### config.mk
export PLATFORM = sky130hd
export DESIGN_NAME = sort_stream_loader
export DESIGN_NICKNAME = d
export VERILOG_FILES = /design/src/rtl/sort_stream_loader.sv
export SDC_FILE = /design/constraint.sdc
export NUM_CORES = 1
export LEC_CHECK = 0
export CORE_MARGIN = 4
export CORE_UTILIZATION = 47
export CTS_CLUSTER_DIAMETER = 120
export CTS_CLUSTER_SIZE = 10
export DETAILED_ROUTE_END_ITERATION = 10
export GPL_TIMING_DRIVEN = 0
export PLACE_DENSITY = 0.85
export REMOVE_ABC_BUFFERS = 1
export SYNTH_ARGS = -nofsm -noshare
export SYNTH_HDL_FRONTEND = slang
export SYNTH_SLANG_ARGS = --single-unit
### constraint.sdc
create_clock -name clk -period 2.6 [get_ports clk]
set_clock_uncertainty 0.2 [all_clocks]
set_input_delay 0.52 -clock clk [delete_from_list [all_inputs] [get_ports clk]]
set_output_delay 0.52 -clock clk [all_outputs]
set_load 0.005 [all_outputs]
### src/rtl/sort_stream_loader.sv
// Stream front/back end for the sorting core: loads a frame through WrInit, runs the sort,
// then drains the RAM in address order. Define SORT_LOADER_PAD_EN to allow short frames (padded with all-ones).
module sort_stream_loader #(
   parameter int N     = 8,
   parameter int L     = 4,
   parameter int DEPTH = 8
) (
   input  logic         clk,
   input  logic         rst_n,
   input  logic         in_valid,
   output logic         in_ready,
   input  logic [N-1:0] in_data,
   input  logic         in_last,
   output logic         out_valid,
   input  logic         out_ready,
   output logic [N-1:0] out_data,
   output logic         out_last,
   output logic         busy,
   output logic         srt_wr_init,
   output logic         srt_rd,
   output logic [L-1:0] srt_addr,
   output logic [N-1:0] srt_data_in,
   output logic         srt_start,
   input  logic [N-1:0] srt_data_out,
   input  logic         srt_done
);

   localparam logic [L:0] DEPTH_C = (L+1)'(DEPTH);

   typedef enum logic [2:0] {
      S_LOAD  = 3'd0,
`ifdef SORT_LOADER_PAD_EN
      S_PAD   = 3'd1,
`endif
      S_START = 3'd2,
      S_SORT  = 3'd3,
      S_RD    = 3'd4,
      S_CAP   = 3'd5,
      S_OUT   = 3'd6
   } state_t;

   state_t       state, state_nxt;
   logic [L:0]   wr_idx, rd_idx, count;
   logic         wr_q;
   logic [L-1:0] wr_addr_q;
   logic [N-1:0] wr_data_q;
   logic [N-1:0] out_data_r;
   logic         out_last_r;
   logic         seen_low;
   logic         frame_full;

   assign frame_full = (wr_idx == DEPTH_C - 1'b1);

`ifdef SORT_LOADER_PAD_EN
   logic [L:0] count_r;
   assign count = count_r;
`else
   logic unused_in_last;
   assign unused_in_last = in_last;
   assign count = DEPTH_C;
`endif

   always_comb begin
      state_nxt = state;
      case (state)
         S_LOAD: begin
`ifdef SORT_LOADER_PAD_EN
            if (in_valid && (frame_full || in_last))
               state_nxt = frame_full ? S_START : S_PAD;
`else
            if (in_valid && frame_full)
               state_nxt = S_START;
`endif
         end
`ifdef SORT_LOADER_PAD_EN
         S_PAD:   if (frame_full) state_nxt = S_START;
`endif
         // hold off start until the final registered write has reached the RAM
         S_START: if (!wr_q) state_nxt = S_SORT;
         S_SORT:  if (srt_done && seen_low) state_nxt = S_RD;
         S_RD:    state_nxt = S_CAP;
         S_CAP:   state_nxt = S_OUT;
         S_OUT:   if (out_ready) state_nxt = out_last_r ? S_LOAD : S_RD;
         default: state_nxt = S_LOAD;
      endcase
   end

   always_ff @(posedge clk or negedge rst_n) begin
      if (!rst_n) begin
         state      <= S_LOAD;
         wr_idx     <= '0;
         rd_idx     <= '0;
         wr_q       <= 1'b0;
         wr_addr_q  <= '0;
         wr_data_q  <= '0;
         out_data_r <= '0;
         out_last_r <= 1'b0;
         seen_low   <= 1'b0;
`ifdef SORT_LOADER_PAD_EN
         count_r    <= '0;
`endif
      end else begin
         state <= state_nxt;
         wr_q  <= 1'b0;
         case (state)
            S_LOAD: if (in_valid) begin
               wr_q      <= 1'b1;
               wr_addr_q <= wr_idx[L-1:0];
               wr_data_q <= in_data;
               wr_idx    <= wr_idx + 1'b1;
`ifdef SORT_LOADER_PAD_EN
               count_r   <= wr_idx + 1'b1;
`endif
            end
`ifdef SORT_LOADER_PAD_EN
            S_PAD: begin
               wr_q      <= 1'b1;
               wr_addr_q <= wr_idx[L-1:0];
               wr_data_q <= '1;
               wr_idx    <= wr_idx + 1'b1;
            end
`endif
            // done must be seen low after start before its rise counts
            S_START: seen_low <= !wr_q && !srt_done;
            S_SORT:  if (!srt_done) seen_low <= 1'b1;
            S_CAP: begin
               out_data_r <= srt_data_out;
               out_last_r <= (rd_idx == count - 1'b1);
            end
            S_OUT: if (out_ready) begin
               if (out_last_r) begin
                  wr_idx     <= '0;
                  rd_idx     <= '0;
                  out_last_r <= 1'b0;
`ifdef SORT_LOADER_PAD_EN
                  count_r    <= '0;
`endif
               end else begin
                  rd_idx <= rd_idx + 1'b1;
               end
            end
            default: ;
         endcase
      end
   end

   assign in_ready    = rst_n && (state == S_LOAD);
   assign out_valid   = (state == S_OUT);
   assign out_data    = out_data_r;
   assign out_last    = (state == S_OUT) && out_last_r;
   assign busy        = !((state == S_LOAD) && (wr_idx == '0));
   assign srt_wr_init = wr_q;
   assign srt_rd      = (state == S_RD);
   assign srt_addr    = wr_q ? wr_addr_q : ((state == S_RD) ? rd_idx[L-1:0] : '0);
   assign srt_data_in = wr_q ? wr_data_q : '0;
   assign srt_start   = (state == S_SORT) || ((state == S_START) && !wr_q);

endmodule
* Word level (Yosys, flattened, before mapping)
Index checks and enable logic that the tools add are counted.
** Word-level totals
- Bits of input ports :: 22
- Logic and storage cells :: 67
- Latch bits :: 0
- Memories kept :: 0
- ROM bits :: 0
- Bits in registers :: 36
- Output and inout bits :: 27
- Memory bits (writable) :: 0
** Operators by class
- Eq/ne operators :: 14
- Add/subtract/negate cells :: 2
- Muxes and demuxes :: 20
- Reduce and logical (&&, ||, !) cells :: 22
- Shift-type cells :: 0
- Order comparisons :: 0
- Bitwise operators :: 0
- Multiply operators :: 0
- Divide/modulo/power cells :: 0
** Operators with widths (count)
- $mux W5 :: 4
- $pmux W3 S6 :: 1
- $mux W3 :: 5
- $add A5 B1 Y5 const B :: 2
- $eq A5 B3 Y1 const B :: 2
- $ne A2 B2 Y1 const B :: 5
- $pmux W5 S2 :: 1
- $eq A3 B3 Y1 const B :: 3
- $mux W4 :: 2
- $mux W8 :: 1
- $reduce_and A2 Y1 :: 4
- $reduce_and A4 Y1 :: 2
- $logic_and A1 B1 Y1 :: 7
- $eq A3 B2 Y1 const B :: 2
- $reduce_bool A2 Y1 :: 3
- $logic_not A5 Y1 :: 1
- $mux W1 :: 4
- $ne A2 B1 Y1 const B :: 2
- $pmux W1 S2 :: 2
- $logic_not A1 Y1 :: 3
- $logic_not A3 Y1 :: 1
- $logic_or A1 B1 Y1 :: 1

* Depth between registers and ports, before layout
- Depth after elaboration :: 4
- Gate-level depth with buffers :: 6
- Mapped depth without buffers :: 5

* Least setup slack after synthesis
Ideal clock, no wire load.
- Path kind :: reg2out
- Start :: register state[2]
- End :: output srt_addr[0]
- Buffers on the path :: 2
- Required time :: 1.880 ns
- Arrival time :: 1.317 ns
- Cell stages (with the launch flop) :: 6
- Path slack :: 0.563 ns
- Path through :: dfrtp_1 -> buf_6 -> buf_2 -> nor3b_1 -> nand2_1 -> o21ai_0
** Between the ends
- Word-level cells in the longest chain between the ends :: 3
** RTL lines
- from (decl) :: line 42 : state_t state, state_nxt;
- from (signal assigned) :: line 103 : state <= state_nxt;
- $eq A3 B3 Y1
- net srt_rd :: line 20 : output logic srt_rd,
- $mux W4 (2 in series) :: line 154 : assign srt_addr = wr_q ? wr_addr_q : ((state == S_RD) ? rd_idx[L-1:0] : '0);
- to (decl) :: line 21 : output logic [L-1:0] srt_addr,
The timed path passes the listed nets, and every way through them passes these cells.

* Final worst setup path
- Start :: register state[0]
- End :: output srt_addr[3]
** Between the ends
- Word-level cells in the longest chain between the ends :: 3
** RTL lines (line)
- $eq A3 B3 Y1 :: 154
- $mux W4 (2 in series) :: 154
Every way passes these cells.

==> flow_summary.toml <==
[run_status]
status = "finished, violations left"
violations = "hold timing"

[detailed_routing]
drt_iter0_drc = 110
wl_per_cell_um = 15.6
drt_first_pass_iters = 4
detail_route.vias_per_cell = 5.43
ant_nets = 0
post-route-drc-count = 0
vias = 1450
routed_wl_mm = 4.18

[setup_path]
arrival_ps = 1810
cp-end-kind = "output pin"
slowest_delay_ps = 510
worstPathRequired_ps = 1880
crit_type = "register to output pin"
critPathLaunchType = "register"
worst_path_max_delay_cell = "clkdlybuf4s50_1"
reg2reg_slack_ps = 670
r2r_end = "wr_idx[2]"
crit_fanout = 6
worst-path-stages = 4
critPathTopFamily = "buffers and inverters"
path_buf_inv = 1
worst-r2r-cell-count = 5
timing.rr.start = "state[2]"
path_cells = "nor3b_4 -> nand2_1 -> o21ai_2 -> clkdlybuf4s50_1"

[timing]
post-route-min-period_ps = 2530
worstMarginPinSlew_ps = 466
rsz0062_at_grt = "false"
setup_viol_count_final = 0
hold_ws_ps = -20.7
postLayoutSetupSlackWorst_ps = 70.2
fmax_ghz = 0.395
slew_viol_final = 0
finalCritPeriodShare_pct = 97.3
finalHoldViolCount = 32
slew-limit-headroom_pct = 68.9

[cells_and_area]
finalNonFillerCells = 267
antenna_cells = 0
area_growth_pct = 44.6
postLayoutCellArea_mm2 = 0.00254
drive_gt1_share_pct = 24.4
nets = 245

[clock_tree]
cts_tree = "yes"
clk_pin_slew_ps = 70
cts_inserted_buffers = 5
cts-root-buf = "clkbuf_8"
cts.sinks = 36
clockBufferDepth = 2
clk_latency_ps = 280
cts_max_level = 2
cts_hold_buf = 0

[grt]
grt_use_total_pct = 17.9
grt_pass1_vias = 1474
grt_pass1_wl_mm = 7.02
grt_max_degree = 38
grt_overflow_total = 0
antenna_found_initial = 0

[synth]
ys_types = 37
synth_edf_count = 0
synth_cells = 159
synth.most_common_cell = "dfrtp_1"
synthArstFlopShare_pct = 100
netlist_area_mm2 = 0.00176
syn_area_per_cell_um2 = 11.0
synth_top_flop_cell = "dfrtp_1"
synthTopCellsByCount = "36 x dfrtp_1, 20 x mux2_2, 16 x nand2_1, 11 x o21ai_0, 10 x and2_1"
yosys.area.top_type = "dfrtp_1"
synth.area.top_cells = "dfrtp_1 51%, mux2_2 13%, and2_1 3.6%, nand2_1 3.4%, o21ai_0 3.1%"
yosys_warnings = 0
synth-seq-cells = 36
yosysSeqAreaShare_pct = 51.3
synth_top_area_share_pct = 51.3

[floorplanning]
io_pins = 49
initial_core_util_pct = 50.6
design.die.area_mm2 = 0.00478
die_w_um = 69.1
core_region_area_mm2 = 0.00347
die_h_um = 69.1
core.rowCount = 21

[pwr]
p_per_area_mw_per_mm2 = 1130
p_leak_uw = 0.00113
total_power_uw = 2870
ir_drop_uv = 615

[placement]
gp_congestion = 0.878
dp.cells = 245
dpl_worst_slack_ps = -157
dp_hpwl_mm = 2.77
placedInstanceArea_mm2 = 0.00224
port_buffers = 47

[hold_path]
hold_path_class = "input pin to async pin"

[flow_run]
drv_cap = 0
[kinds of logic (layout without fill, tap and decap cells)]
group / Yosys count / in the layout / synth area share [%]
AOI/OAI and AO/OA: 29 / 29 / 10.2
buffers and inverters: 12 / 74 / 3.49
and+or+nand+nor: 55 / 55 / 18.1
xor gates and xnor gates: 4 / 4 / 1.99
DFF: 36 / 36 / 51.3
adders and majority gates: 3 / 3 / 2.14
muxes: 20 / 20 / 12.8
[worst max path at each step]
stage	startpoint	endpoint
floorplan	state[2]	wr_idx[3]
global placement	rst_n	in_ready
detailed placement	state[2]	srt_addr[3]
CTS	state[0]	srt_addr[2]
global route	state[0]	out_last
finish	state[0]	srt_addr[3]
[cell usage in the layout (no fill, tap or decap), drive strengths merged, types with 6 or more instances in the layout]
master,instances
clkdlybuf4s50,43
dfrtp,36
mux2,20
nand2,16
buf,14
o21ai,12
and2,10
a21oi,6
clkbuf,6
[layer usage]
layer	GRT usage [%]	vias up	part of all wire (%)
li1	-	686	-
met1	21.3	699	40
met2	31.5	55	52
met3	5.09	10	7.0
met4	4.77	0	1.8
met5	0	-	0
[registers in the layout, indices dropped and copies added (netlist names)]
| name | cells |
|---|---|
| state | 3 |
| seen_low | 1 |
| srt_wr_init | 1 |
| out_data | 8 |
| out_last_r | 1 |
| rd_idx | 5 |
| wr_addr_q | 4 |
| wr_idx | 5 |
| wr_data_q | 8 |
[final cells by class]
| class | count | area (µm²) |
|---|---|---|
| clock buffers | 5 | 68.8 |
| clock inverters | 3 | 90.1 |
| fillers | 240 | 928 |
| inverters | 5 | 18.8 |
| multi-input cells | 111 | 821 |
| flip-flops and latches | 36 | 906 |
| well taps | 46 | 57.6 |
| repair buffers | 61 | 578 |
[repair_timing]
action | in CTS | in global routing
setup buffers | 5 | 9
gates resized for setup | 8 | 7
endpoints found under the setup margin | 8 | 8
pin swaps | 1 | 1
[power by group]
group / internal (µW) / switching, µW / total, µW
combinational: 689 / 462 / 1150
sequential: 819 / 218 / 1040
clock: 480 / 205 / 685
total: 1990 / 886 / 2870
[stage by stage]
stage | util, % | setup TNS (ps) | hold WS (ps)
after global routing | 73.2 | 0 | 19.6
after detailed placement | 64.5 | -714 | 278
after CTS | 70.7 | 0 | 1.20
final | 73.2 | 0 | -20.7
after global placement | 64.6 | -1490 | 259
after floorplan | - | 0 | 24.4
Power figures use the tool's default switching activity.
==> RTL edit: new RTL, config.mk and constraints unchanged <==
Set the parameter `N` to 4 (it was 8).
--- a/src/rtl/sort_stream_loader.sv
+++ b/src/rtl/sort_stream_loader.sv
@@ -2,5 +2,5 @@
 // then drains the RAM in address order. Define SORT_LOADER_PAD_EN to allow short frames (padded with all-ones).
 module sort_stream_loader #(
-   parameter int N     = 8,
+   parameter int N     = 4,
    parameter int L     = 4,
    parameter int DEPTH = 8
Ports: changed (resized in_data, out_data, srt_data_in and srt_data_out); port bits go from 49 to 33. The function was not compared with the original's and may differ.
==> RTL edit against the original RTL <==
  * The flow still finishes with violations (hold timing)
  * Setup slack worse by 0.029 ns
  * Worst hold slack better by 0.0025 ns
  * Sequential cell count decreased by 8
  * Routed wire length shrank 16%
  * Total power is 30% lower
  * Critical path depth unchanged
  * Die area shrank 15%
  * Register-to-register slack worse by 0.35 ns
  * Synthesized area is 17% lower
  * Design area fell by 23%
  * Critical endpoint unchanged
  * Sequential power fell by 22%
==> RTL edit: results (changes against the original RTL) <==
outcome: "finished, violations left"
violations: "hold timing"
power_leakage_nw: 0.860  # -24%
synth_cell_type_count: 40  # +8.1%
ant_nets: 0  # unchanged
top_layer: "met4"
grt_max_degree: 30  # -21%
viasPerCell: 5.85  # +7.7%
hold_viol_final: 28  # -13%
use_met1_pct: 22.9  # +1.6 points
grt_use_met2_pct: 29.9  # -1.6 points
place_area_um2: 1770  # -21%
ys_seq_area_share_pct: 48.2  # -3.0 points
drive_above_1_share_pct: 25.8  # +1.4 points
cts.reportedPaths.clkPinSlew_ns: 0.15  # +0.08 ns
r2r_start: "state[1]"
yosys_warnings: 0  # unchanged
ff2ff_path_depth: 6  # +1
ir_drop_mv: 0.513  # -17%
r2r_end: "wr_idx[3]"
m1WireLength_mm: 1.49  # -10%
hold_slack_ns: -0.0182  # +0.00254 ns
dr_wl_met2_mm: 1.69  # -22%
dp.cells: 194  # -21%
drtIter0Drc: 122  # +11%
combinationalPowerShare_pct: 49.4  # +9.3 points
synth_cells: 137  # -14%
min_path_type: "in2async"
fin_nets: 200  # -18%
grt_pass1_vias: 1306  # -11%
n_antenna_cell: 0  # unchanged
htreeDepth: 1  # -1
slew_headroom_pct: 50.2  # -19 points
crit_arrival_ns: 1.84  # +0.03 ns
num_vias: 1246  # -14%
portBuffers: 31  # -34%
ys_async_sr_fraction_pct: 100  # unchanged
r2r_slack_ns: 0.32  # -0.35 ns
insertion_delay_ns: 0.33  # +0.05 ns
grt_antenna_before_repair: 0  # unchanged
met3_usage_pct: 4.80  # -0.29 points
synthFlopType: "dfrtp_1"
synth_enable_flop_cells: 0  # unchanged
place_hpwl_mm: 2.34  # -16%
power_density_nw_per_um2: 1040  # -8.1%
dp_slack_ns: -0.798  # -0.641 ns
cts_root_buf: "clkbuf_4"
pwr-share-clk_pct: 10.7  # -13 points
met3_length_um: 250  # -14%
routed_wl_mm: 3.50  # -16%
p_sw_uw: 743  # -16%
grt_pass1_wl_mm: 5.91  # -16%
cts_made_buffers: 3  # -2
track_usage_pct: 18.3  # +0.42 points
routabilityCongestion: 0.879  # about the same
yosys-top-cells-area: "dfrtp_1, mux2_2, o21ai_0"
netlist_top_cells_count: "dfrtp_1, nand2_1, mux2_2, o21ai_0, and2_1"
## RTL edit: cell count changes in the layout (fill, tap and decap cells not counted), moves of 2 or more
cell	unedited run	this run
clkdlybuf4s50_1	43	27
clkbuf_8	5	1
dlymetal6s2s_1	3	1
dlygate4sd2_1	0	2
clkbuf_4	0	3
mux2_2	20	12
dfrtp_1	32	25
and2_1	10	6
bufinv_16	3	0
## RTL edit: worst max path at each step
stage	from	to	slack, ns	cells past startpoint
3_5_place_dp	rst_n	in_ready	-0.80	3
6_report	state[0]	srt_addr[3]	0.04	4
2_1_floorplan	state[2]	wr_idx[3]	0.65	4
4_1_cts	state[2]	in_ready	-0.07	4
3_3_place_gp	rst_n	in_ready	-0.75	3
5_1_grt	state[2]	in_ready	-0.04	4
## RTL edit: critical path: stages, from the launching register on
cell             delay, ns
dfrtp_2               0.49
nor3b_4               0.24
nand2_1               0.10
o21ai_0               0.15
clkdlybuf4s50_1       0.52
## RTL edit: cell families after synthesis
kind of cell	share of synthesized area (%)
flip-flops	48.2
XOR/XNOR	2.41
AND/OR/NAND/NOR	21.1
buffers and inverters	3.44
multiplexers	9.30
adder cells (fa/ha/maj)	2.58
AO/OA/AOI/OAI	12.9
## RTL edit: repair_timing
item | 4_1_cts | 5_1_grt
hold buffers | 0 | 0
pin swaps | 1 | 1
endpoints found under the setup margin | 10 | 7
buffers inserted | 12 | 3
gates resized for setup | 12 | 6
## RTL edit: layout make-up
class | instances | area (µm²)
Clock buffer | 4 | 36.3
Fill cell | 231 | 906
Inverter | 5 | 18.8
Multi-Input combinational cell | 99 | 731
Sequential cell | 28 | 704
Tap cell | 31 | 38.8
Timing Repair Buffer | 46 | 418
